## config.mk

```make
export PLATFORM = sky130hd
export DESIGN_NAME = imem_loader
export DESIGN_NICKNAME = d
export VERILOG_FILES = /design/src/rtl/imem_loader.sv
export SDC_FILE = /design/constraint.sdc
export NUM_CORES = 1
export LEC_CHECK = 0
export BUFFER_PORTS_ARGS = -buffer_cell sky130_fd_sc_hd__buf_4
export CORE_MARGIN = 2
export CORE_UTILIZATION = 40
export DETAILED_ROUTE_END_ITERATION = 8
export GPL_TIMING_DRIVEN = 0
export PLACE_DENSITY = 0.57
export SLEW_MARGIN = 5
export SYNTH_ARGS = -nofsm -noshare
export SYNTH_HDL_FRONTEND = slang
export SYNTH_SLANG_ARGS = --single-unit
```

## constraint.sdc

```tcl
create_clock -name clk -period 3.79 [get_ports clk]
set_clock_uncertainty 0.2 [all_clocks]
set_input_delay 0.379 -clock clk [delete_from_list [all_inputs] [get_ports clk]]
set_output_delay 0.379 -clock clk [all_outputs]
set_load 0.005 [all_outputs]
```

## src/rtl/imem_loader.sv

```systemverilog
// -----------------------------------------------------------------------------
// imem_loader
//
// Writer side of the processor's instruction ROM. A session starts with a
// one-cycle start pulse and then consumes a byte stream over a valid/ready
// handshake:
//   2 bytes  length in words, big-endian
//   4*N      instruction words, each big-endian (MSB byte first)
//   1 byte   XOR of all instruction bytes
// Every assembled word is written to instruction memory with a one-cycle
// mem_we pulse. The processor is held in reset (cpu_reset=1) until an image
// whose length fits the memory and whose checksum matches has been received.
//
// Ports
//   clk          system clock, rising edge
//   reset        asynchronous active-low reset
//   start        one-cycle request to begin a load session
//   in_data      stream byte
//   in_valid     in_data valid
//   in_ready     loader accepts a byte this cycle
//   mem_we       instruction memory write enable (one pulse per word)
//   mem_addr     word address of the write
//   mem_wdata    instruction word to write
//   cpu_reset    active-high processor reset
//   done         image loaded and verified (level)
//   error        session aborted: oversize or bad checksum (level)
//   words_loaded words written in the current session
// -----------------------------------------------------------------------------
module imem_loader #(
  parameter int ADDR_WIDTH = 6
) (
  input  logic                  clk,
  input  logic                  reset,
  input  logic                  start,
  input  logic [7:0]            in_data,
  input  logic                  in_valid,
  output logic                  in_ready,
  output logic                  mem_we,
  output logic [ADDR_WIDTH-1:0] mem_addr,
  output logic [31:0]           mem_wdata,
  output logic                  cpu_reset,
  output logic                  done,
  output logic                  error,
  output logic [ADDR_WIDTH:0]   words_loaded
);

  localparam logic [2:0] S_IDLE   = 3'd0;
  localparam logic [2:0] S_LEN_HI = 3'd1;
  localparam logic [2:0] S_LEN_LO = 3'd2;
  localparam logic [2:0] S_DATA   = 3'd3;
  localparam logic [2:0] S_WRITE  = 3'd4;
  localparam logic [2:0] S_CHECK  = 3'd5;
  localparam logic [2:0] S_DONE   = 3'd6;
  localparam logic [2:0] S_ERROR  = 3'd7;

  // Largest legal length, widened by one bit so 2^ADDR_WIDTH itself fits.
  localparam logic [16:0] CAPACITY = 17'(1) << ADDR_WIDTH;

  logic [2:0]            state_q,    state_d;
  logic [15:0]           len_q,      len_d;
  logic [1:0]            byte_cnt_q, byte_cnt_d;
  logic [23:0]           word_q,     word_d;     // first three bytes of a word
  logic [7:0]            csum_q,     csum_d;
  logic [ADDR_WIDTH:0]   words_q,    words_d;
  logic [ADDR_WIDTH-1:0] addr_q,     addr_d;
  logic [31:0]           wdata_q,    wdata_d;

  logic xfer;
  logic [16:0] len_rx;  // full length as it completes in LEN_LO

  // NOTE: every signal written here gets a default first, so no path leaves it
  // unassigned and no latch is inferred; blocking '=' is correct in always_comb.
  always_comb begin
    state_d    = state_q;
    len_d      = len_q;
    byte_cnt_d = byte_cnt_q;
    word_d     = word_q;
    csum_d     = csum_q;
    words_d    = words_q;
    addr_d     = addr_q;
    wdata_d    = wdata_q;

    in_ready = (state_q == S_LEN_HI) || (state_q == S_LEN_LO) ||
               (state_q == S_DATA)   || (state_q == S_CHECK);
    xfer     = in_valid && in_ready;
    len_rx   = {1'b0, len_q[15:8], in_data};

    case (state_q)
      S_IDLE, S_DONE, S_ERROR: begin
        if (start) begin
          state_d    = S_LEN_HI;
          len_d      = '0;
          byte_cnt_d = '0;
          csum_d     = '0;
          words_d    = '0;
        end
      end

      S_LEN_HI: begin
        if (xfer) begin
          len_d[15:8] = in_data;
          state_d     = S_LEN_LO;
        end
      end

      S_LEN_LO: begin
        if (xfer) begin
          len_d[7:0] = in_data;
          if (len_rx > CAPACITY)   state_d = S_ERROR;
          else if (len_rx == '0)   state_d = S_CHECK;
          else                     state_d = S_DATA;
        end
      end

      S_DATA: begin
        if (xfer) begin
          csum_d     = csum_q ^ in_data;
          byte_cnt_d = byte_cnt_q + 2'd1;
          if (byte_cnt_q == 2'd3) begin
            // Capture address and word now so they are stable during WRITE
            // and hold afterwards.
            addr_d  = words_q[ADDR_WIDTH-1:0];
            wdata_d = {word_q, in_data};
            state_d = S_WRITE;
          end else begin
            word_d = {word_q[15:0], in_data};
          end
        end
      end

      S_WRITE: begin
        words_d = words_q + 1'b1;
        if ((16'(words_q) + 16'd1) == len_q) state_d = S_CHECK;
        else                                 state_d = S_DATA;
      end

      S_CHECK: begin
        if (xfer) begin
          state_d = (in_data == csum_q) ? S_DONE : S_ERROR;
        end
      end

      default: state_d = S_IDLE;
    endcase
  end

  // NOTE: sequential state uses non-blocking '<=' so every flop samples the
  // pre-edge values of its inputs regardless of statement order.
  always_ff @(posedge clk or negedge reset) begin
    if (!reset) begin
      state_q    <= S_IDLE;
      len_q      <= '0;
      byte_cnt_q <= '0;
      word_q     <= '0;
      csum_q     <= '0;
      words_q    <= '0;
      addr_q     <= '0;
      wdata_q    <= '0;
    end else begin
      state_q    <= state_d;
      len_q      <= len_d;
      byte_cnt_q <= byte_cnt_d;
      word_q     <= word_d;
      csum_q     <= csum_d;
      words_q    <= words_d;
      addr_q     <= addr_d;
      wdata_q    <= wdata_d;
    end
  end

  // Status outputs are pure decodes of the state register, so they change
  // only on clock edges (or reset) and never glitch with input activity.
  assign mem_we       = (state_q == S_WRITE);
  assign mem_addr     = addr_q;
  assign mem_wdata    = wdata_q;
  assign done         = (state_q == S_DONE);
  assign error        = (state_q == S_ERROR);
  assign cpu_reset    = (state_q != S_DONE);
  assign words_loaded = words_q;

endmodule

```

==> flow_summary.toml, run 1 <==
[critical_path]
cp.required_ns = 3.78
r2r-start = "state_q[1]"
start_kind = "register"
crit_fanout = 10
critPathKind = "register to register"
endpoint_kind = "register"
crit_start = "state_q[1]"
arrival_ns = 2.32

[logic_synthesis]
synth-main-ff-cell = "dfrtp_1"
synth_nets = 404
netlist_instances = 389
syn_area_per_cell_um2 = 11.7
yosysWarningCount = 0
synthDistinctLibCells = 52
seq_area_frac_synth = 0.540
synth_top_area_cell = "dfrtp_1"
synth_edf_count = 0
yosys.area.top_type_share = 0.540
netlist_area_um2 = 4540
synth-async-reset-ratio = 1.00
ys_seq_elements = 98
synthTopCellsByArea = "dfrtp_1 54%, mux2_2 15%, o21ai_0 3.5%"

[timing]
hold_viol = 0
setup_violations = 0
rsz0062_at_grt = "false"
period_share = 0.613
tns_ns = 0
maxSlewViolCount = 0
maxSlewHeadroom = 0.398
setup_slack_ns = 1.47
fmax_ghz = 0.430
worstMarginPinSlew_ns = 0.904
period_minus_slack_ns = 2.32

[pwr]
finalPower_uw = 3220
seqPwrFrac = 0.447
power.leakage_uw = 0.00260
p_sw_frac = 0.330
clkPwrFrac = 0.278
power_switching_uw = 1060
worst_ir_drop_vdd_mv = 0.273
powerDensity_nw_per_um2 = 593
power.internal_uw = 2160
power.share.combinational = 0.275

[detailed_routing]
vias = 3131
postRouteAntennaNets = 0
viasPerCell = 5.22
wl_per_cell_um = 15.9
dr.pass1.iters = 4
drtIter0Drc = 188
drt-total-wl_mm = 9.55
drc_errors = 0

[global_route]
grt.total_usage = 0.159
antenna_found_initial = 0
grt_pass1_wl_mm = 15.8
grt_pass1_vias = 3023
grt_max_degree = 99
overflow = 0

[job]
timing.max_cap.violations = 0

[hold_path]
hp-class = "input port to register"
min_from = "in_data[0]"

[cts]
htree_levels = 3
numCtsBuffers = 9
clockRootBuffer = "clkbuf_16"
cts.path.max_buffers = 2
clk_pin_slew_ns = 0.07
cts.sinks = 98
clk_latency_ns = 0.34
cts_tree = "built"

[final_layout]
fin_nets = 470
n_antenna_cell = 0
layout_common_cells = "98 x dfrtp_1, 62 x mux2_2, 54 x buf_4"
final_common_cell = "dfrtp_1"
drive_above_1_share = 0.343
area_growth_pct = 19.7

[run_status]
outcome = "finished clean"

[placed_design]
io_buffers = 54
hpwl_mm = 6.49
pre_cts_slack_ns = 1.51
globalplace.congestion = 0.814

[floorplanning]
ios = 62
dieArea_um2 = 12200
initial_core_util = 0.415
rows = 38
coreArea_um2 = 10900
die-height_um = 111
die_x_um = 111
[timing repair]
item / 4_1_cts / 5_1_grt
setup endpoints to repair: 0 / 0
buffers inserted: 0 / 0
hold endpoints to repair: 0 / 20
hold buffers: 0 / 1
gates resized for setup: 0 / 0
[layer usage]
metal  wire [µm]  GRT usage
met5           0          0
met4          46     0.0375
met3         276     0.0390
met2        4480      0.248
met1        4750      0.225
[cell families after synthesis]
family / share of synthesized area
simple gates: 0.125
mux: 0.154
buf+inv: 0.0306
compound gates: 0.116
flops: 0.540
xor+xnor: 0.0251
fa+ha+maj: 0.00827
[layout make-up]
| class | instances | area (µm²) |
|---|---|---|
| Buffer | 25 | 128 |
| Clock buffer | 9 | 225 |
| Clock inverter | 7 | 72.6 |
| Fill cell | 996 | 5510 |
| Inverter | 3 | 11.3 |
| Multi-Input combinational cell | 263 | 1950 |
| Sequential cell | 98 | 2450 |
| Tap cell | 140 | 175 |
| Timing Repair Buffer | 55 | 419 |
[registers in the layout, indices dropped and copies added, names as in the netlist]
register,cells
byte_cnt_q,2
mem_addr,6
csum_q,8
mem_wdata,32
len_q,16
words_loaded,7
word_q,24
state_q,3
[synth_stat cells, types with 3 or more instances]
cell type,number
and3_1,4
nand2_1,26
clkbuf_1,8
a22o_1,8
ha_1,3
xnor2_1,10
nor2_1,18
o211ai_1,4
nand3_1,6
nor3_1,4
mux2_2,62
a21oi_1,6
o21ai_0,32
nor2b_1,5
buf_2,12
o21ai_1,11
nand2b_1,17
inv_1,3
nand4_1,4
o31ai_1,3
xor2_1,3
dfrtp_1,98
[worst max-delay path: stages, from the launching register on]
cell and delay, ns:
dfrtp_1 0.49, ha_1 0.19, buf_2 0.17, inv_1 0.08, o211ai_1 0.67, nor2b_1 0.10, o21ai_0 0.17, o31ai_1 0.10
[per-stage QoR]
stage | hold WS (ns) | instance area, µm² | std cells | utilization
global route | 0.143 | 5430 | 600 | 0.497
detailed placement | 0.280 | 5120 | 583 | 0.468
finish | 0.152 | 5430 | 600 | 0.497
floorplan | -0.117 | 4540 | 389 | -
global placement | 0.270 | 5120 | 583 | 0.468
CTS | 0.144 | 5420 | 599 | 0.495
[path summary, 6_finish.rpt]
check                             endpoint  slack, ns  cells after the start
max                        words_loaded[4]       1.47                      7
max in group asynchronous     mem_wdata[7]       2.27                      2
min reg2reg                  byte_cnt_q[1]       0.30                      2
max reg2reg                words_loaded[4]       1.47                      7
min in group asynchronous  words_loaded[4]       0.48                      2
min                               len_q[0]       0.15                      3
[power groups by stage]
| stage | clock network, µW | registers (µW) | logic (µW) |
|---|---|---|---|
| finish | 897 | 1440 | 884 |
| global route | 969 | 1470 | 986 |
| CTS | 916 | 1440 | 896 |
| detailed placement | 0 | 1460 | 892 |
| global placement | 0 | 1450 | 881 |
| floorplan | 0 | 1410 | 693 |
No activity file was read; power rests on OpenSTA's default activity.
==> inputs of run 2 (changes only) <==
--- a/config.mk
+++ b/config.mk
@@ -10,7 +10,7 @@
 export CORE_UTILIZATION = 40
 export DETAILED_ROUTE_END_ITERATION = 8
 export GPL_TIMING_DRIVEN = 0
-export PLACE_DENSITY = 0.57
+export PLACE_DENSITY = 0.59
 export SLEW_MARGIN = 5
 export SYNTH_ARGS = -nofsm -noshare
 export SYNTH_HDL_FRONTEND = slang
==> constraint.sdc (replaced) <==
create_clock -name clk -period 2.1 [get_ports clk]
set_clock_uncertainty 0.2 [all_clocks]
set_input_delay 0.21 -clock clk [delete_from_list [all_inputs] [get_ports clk]]
set_output_delay 0.21 -clock clk [all_outputs]
set_load 0.005 [all_outputs]
==> flow_summary.toml, run 2 (synthesis gave the netlist of run 1 again) <==
[floorplanning]
initial_core_util = 0.415
dieArea_um2 = 12200
coreArea_um2 = 10900
ios = 62
die-height_um = 111
die_x_um = 111
rows = 38

[critical_path]
reg2reg_slack_ns = 0.09
cpPeakStageDelay_ns = 0.40
path_cells = "buf_2 -> buf_4 -> or2_2 -> inv_1 -> buf_4"
cp_num_buf_inv = 4
r2r-start = "state_q[2]"
endpoint_kind = "output port"
arrival_ns = 1.61
start_kind = "register"
cp.required_ns = 1.69
cp_common_cell = "buf_4"
crit_start = "state_q[0]"
crit_fanout = 10
critPathKind = "register to output port"
slowest_stage = "dfrtp_1"
cp_top_family = "buffers and inverters"

[timing]
holdWs_ns = 0.106
setup_violations = 0
period_share = 0.961
period_minus_slack_ns = 2.02
fmax_ghz = 0.496
maxSlewViolCount = 0
tns_ns = 0
worstMarginPinSlew_ns = 0.669
rsz0062_at_grt = "true"
maxSlewHeadroom = 0.553
hold_viol = 0

[pwr]
powerDensity_nw_per_um2 = 1060
worst_ir_drop_vdd_mv = 0.655
finalPower_uw = 5970
power.leakage_uw = 0.00271

[global_route]
overflow = 0
grt.total_usage = 0.163
grt_pass1_vias = 3151
antenna_found_initial = 0
grt_pass1_wl_mm = 16.4
grt_max_degree = 99

[cts]
clockRootBuffer = "clkbuf_16"
htree_levels = 3
clk_latency_ns = 0.33
cts.path.max_buffers = 2
numCtsBuffers = 9
clk_pin_slew_ns = 0.08
cts.sinks = 98
cts_tree = "built"

[final_layout]
area_growth_pct = 23.8
layout_common_cells = "95 x dfrtp_1, 68 x buf_4, 62 x mux2_2"
largest_reg_flops = 32
final_common_cell = "dfrtp_1"
n_antenna_cell = 0
fin_nets = 484
drive_above_1_share = 0.384

[placed_design]
globalplace.congestion = 0.818
hpwl_mm = 6.62
io_buffers = 54

[detailed_routing]
drt-total-wl_mm = 9.73
dr.pass1.iters = 4
drc_errors = 0
drtIter0Drc = 144
viasPerCell = 5.26
wl_per_cell_um = 15.8
postRouteAntennaNets = 0
vias = 3231

[hold_path]
hp-class = "input port to register"
min_from = "in_data[1]"

[run_status]
outcome = "finished clean"

[job]
timing.max_cap.violations = 0
## run 2: changes by cell type in the layout (fill, tap and decap cells not counted), sizes merged
cell | before | now
buf | 71 | 83
clkinv | 3 | 5
dlygate4sd3 | 1 | 3
clkinvlp | 1 | 0
inv | 6 | 5
## run 2: power by group
part | total (µW) | switching [µW] | internal [µW] | leakage [µW]
Combinational | 1740 | 892 | 848 | 0.00124
Sequential | 2600 | 294 | 2300 | 0.00132
Clock | 1630 | 786 | 847 | 0.000149
Total | 5970 | 1970 | 4000 | 0.00271
## run 2: through the flow
step	instance area (µm²)	util	setup slack, ns	std cells
final	5620	0.514	0.0820	614
after global routing	5620	0.514	-0.103	614
after CTS	5520	0.505	0.00148	610
after detailed placement	5120	0.468	-0.182	583
after global placement	5120	0.468	-0.190	583
after floorplan	4540	-	0.145	389
## run 2: worst min-delay path: stages
cell	delay (ns)
clkbuf_1	0.21
nand2_1	0.10
o21ai_0	0.06
## run 2: layout make-up
cell class / count / area, µm²
Sequential cell: 98 / 2460
Clock inverter: 7 / 81.3
Tap cell: 140 / 175
Fill cell: 1007 / 5320
Buffer: 24 / 145
Clock buffer: 9 / 225
Inverter: 3 / 11.3
Timing Repair Buffer: 70 / 554
Multi-Input combinational cell: 263 / 1970
## run 2: path summary, 6_finish.rpt
path | depth (start not counted) | to
max | 5 | done
min | 3 | len_q[1]
max reg2reg | 6 | word_q[8]
min reg2reg | 1 | byte_cnt_q[0]
max in group asynchronous | 4 | state_q[2]
min in group asynchronous | 3 | mem_addr[4]
## run 2: timing repair
item                                    CTS  global route
gates cloned                              1             0
hold endpoints to repair                 43             1
resized for setup                         7            22
pin swaps                                 3             2
endpoints found under the setup margin   72            50
setup buffers                             9             2
hold buffers                              2             1
## run 2: layer usage
metal,vias to the layer above,wire length (µm),global-route usage,share of wire
met5,-,0,0,0
met4,0,46,0.0300,0.0047
met3,4,334,0.0324,0.034
met2,54,4710,0.262,0.48
met1,1622,4640,0.233,0.48
li1,1551,-,-,-
==> inputs of run 3 (changes only) <==
--- a/config.mk
+++ b/config.mk
@@ -5,10 +5,12 @@
 export SDC_FILE = /design/constraint.sdc
 export NUM_CORES = 1
 export LEC_CHECK = 0
+export ABC_AREA = 1
 export BUFFER_PORTS_ARGS = -buffer_cell sky130_fd_sc_hd__buf_4
 export CORE_MARGIN = 2
 export CORE_UTILIZATION = 40
 export DETAILED_ROUTE_END_ITERATION = 8
+export GPL_ROUTABILITY_DRIVEN = 0
 export GPL_TIMING_DRIVEN = 0
 export PLACE_DENSITY = 0.59
 export SLEW_MARGIN = 5
==> flow_summary.toml, run 3 <==
[detailed_routing]
viasPerCell = 4.99
vias = 3561
drtIter0Drc = 195
dr.pass1.iters = 4
drc_errors = 0
drt-total-wl_mm = 9.86
postRouteAntennaNets = 0
wl_per_cell_um = 13.8

[final_layout]
area_growth_pct = 25.7
n_antenna_cell = 0
fin_nets = 589
utilization = 0.522
final_common_cell = "nand2_1"
fillers = 1021
layout_common_cells = "109 x nand2_1, 95 x dfrtp_1, 71 x buf_4"
largest_reg_flops = 32
drive_above_1_share = 0.220

[cts]
htree_levels = 3
numCtsBuffers = 9
clockRootBuffer = "clkbuf_8"
clk_latency_ns = 0.35
cts.sinks = 98
cts.path.max_buffers = 2
clk_pin_slew_ns = 0.09
cts_tree = "built"

[logic_synthesis]
netlist_instances = 483
synth-async-reset-ratio = 1.00
syn_area_per_cell_um2 = 8.91
yosysWarningCount = 0
synth_top_area_cell = "dfrtp_1"
synth_edf_count = 0
synth-main-ff-cell = "dfrtp_1"
yosys.area.top_type_share = 0.570
yosysMostFrequentCell = "nand2_1"
synthTopCellsByArea = "dfrtp_1 57%, nand2_1 9.7%, o21ai_0 8.0%"
ys_seq_elements = 98
seq_area_frac_synth = 0.570
synth_nets = 498
synthDistinctLibCells = 27
netlist_area_um2 = 4300
synth_common_cells = "111 x nand2_1, 98 x dfrtp_1, 70 x inv_1"

[run_status]
outcome = "finished clean"

[timing]
setup_violations = 0
hold_viol = 0
period_share = 0.963
period_minus_slack_ns = 2.02
worstMarginPinSlew_ns = 0.882
maxSlewHeadroom = 0.412
rsz0062_at_grt = "true"
maxSlewViolCount = 0
fmax_ghz = 0.494

[pwr]
powerDensity_nw_per_um2 = 1130
worst_ir_drop_vdd_mv = 0.458
finalPower_uw = 6130
power.leakage_uw = 0.00264

[global_route]
grt_pass1_vias = 3477
overflow = 0
antenna_found_initial = 0
grt_max_degree = 99
grt.total_usage = 0.182
grt_pass1_wl_mm = 16.7

[floorplanning]
initial_core_util = 0.415
ios = 62
die_x_um = 108
dieArea_um2 = 11600
rows = 37
die-height_um = 108
coreArea_um2 = 10400

[critical_path]
rr_endpoint = "csum_q[2]"
cp.required_ns = 2.13
crit_start = "state_q[2]"
endpoint_kind = "register"
critical_path.endpoint = "csum_q[2]"
reg2reg_slack_ns = 0.08
start_kind = "register"
r2r-start = "state_q[2]"
reg2reg_depth = 6
cpPeakStageDelay_ns = 0.44
crit_fanout = 10
arrival_ns = 2.06
slowest_stage = "dfrtp_2"
critPathKind = "register to register"
path_cells = "ha_1 -> a21oi_4 -> nor2_4 -> a211oi_4 -> buf_6 -> o21ai_0"

[job]
timing.max_cap.violations = 0

[hold_path]
hp-class = "input port to register"

[placed_design]
hpwl_mm = 7.00
io_buffers = 61
-- run 3: cell types whose count changed after synthesis, moves of 5 or more --
cell / previous run / this run
mux2_2: 62 / 8
nor2b_1: 5 / 0
nand3_1: 6 / 34
xnor2_1: 10 / 4
o22ai_1: 1 / 19
inv_1: 3 / 70
o21ai_0: 32 / 69
nand2_1: 26 / 111
nand2b_1: 17 / 0
o21ai_1: 11 / 1
a22o_1: 8 / 0
-- run 3: through the flow --
step | instances | hold WS [ns] | area (µm²) | setup slack [ns] | TNS (ns)
floorplan | 483 | -0.286 | 4300 | 0.227 | 0
global placement | 680 | 0.265 | 4930 | -0.117 | -2.53
detailed placement | 680 | 0.273 | 4930 | -0.148 | -3.53
CTS | 705 | 0.0258 | 5260 | 0.00980 | 0
global route | 714 | 0.0698 | 5410 | -0.0327 | -0.0730
finish | 714 | 0.0605 | 5410 | 0.0771 | 0
-- run 3: what timing repair did --
action	4_1_cts	5_1_grt
setup buffers	1	9
setup endpoints to repair	55	67
endpoints found under the hold margin	106	0
pin swaps	0	5
hold buffers	9	0
resized for setup	7	22
-- run 3: cell families (layout without fill, tap and decap cells) --
family	after synthesis	count (layout)	share of synthesized area
simple gates	177	177	0.170
compound gates	102	102	0.133
flops	98	98	0.570
buf+inv	86	181	0.0782
mux	9	9	0.0233
xor+xnor	8	8	0.0163
fa+ha+maj	3	3	0.00873
-- run 3: how the worst min path moves through the flow --
stage	end	depth (start not counted)	startpoint	slack [ns]
2_1_floorplan	byte_cnt_q[0]	0	reset	-0.29
3_3_place_gp	word_q[7]	2	word_q[7]	0.27
3_5_place_dp	word_q[20]	2	word_q[20]	0.27
4_1_cts	words_loaded[0]	4	start	0.03
5_1_grt	words_loaded[0]	4	start	0.07
6_report	words_loaded[0]	4	start	0.06
-- run 3: worst max-delay path, delay by kind of cell, from the launching register on --
family                   cells  cell delay [ns]
AO/OA/AOI/OAI                3             0.71
adder cells (fa/ha/maj)      1             0.23
buffers and inverters        1             0.20
flip-flops                   1             0.44
AND/OR/NAND/NOR              1             0.11
-- run 3: report_power, final --
group	leakage (µW)	internal (µW)	switching [µW]
combinational	0.00122	905	1310
clock	0.0000991	616	642
sequential	0.00132	2370	285
-- run 3: final cells by class --
class | count | area (µm²) | area share
Buffer | 15 | 76.3 | 0.0141
Clock buffer | 12 | 155 | 0.0287
Clock inverter | 3 | 46.3 | 0.00856
Inverter | 71 | 269 | 0.0497
Multi-Input combinational cell | 299 | 1610 | 0.297
Sequential cell | 98 | 2460 | 0.454
Tap cell | 136 | 170 | 0.0315
Timing Repair Buffer | 80 | 627 | 0.116
-- run 3: per-layer routing --
layer / global-route usage / part of all wire / up-vias
met5: 0 / 0 / -
li1: - / - / 1749
met4: 0.0678 / 0.013 / 0
met2: 0.282 / 0.45 / 83
met1: 0.256 / 0.50 / 1718
met3: 0.0303 / 0.039 / 11
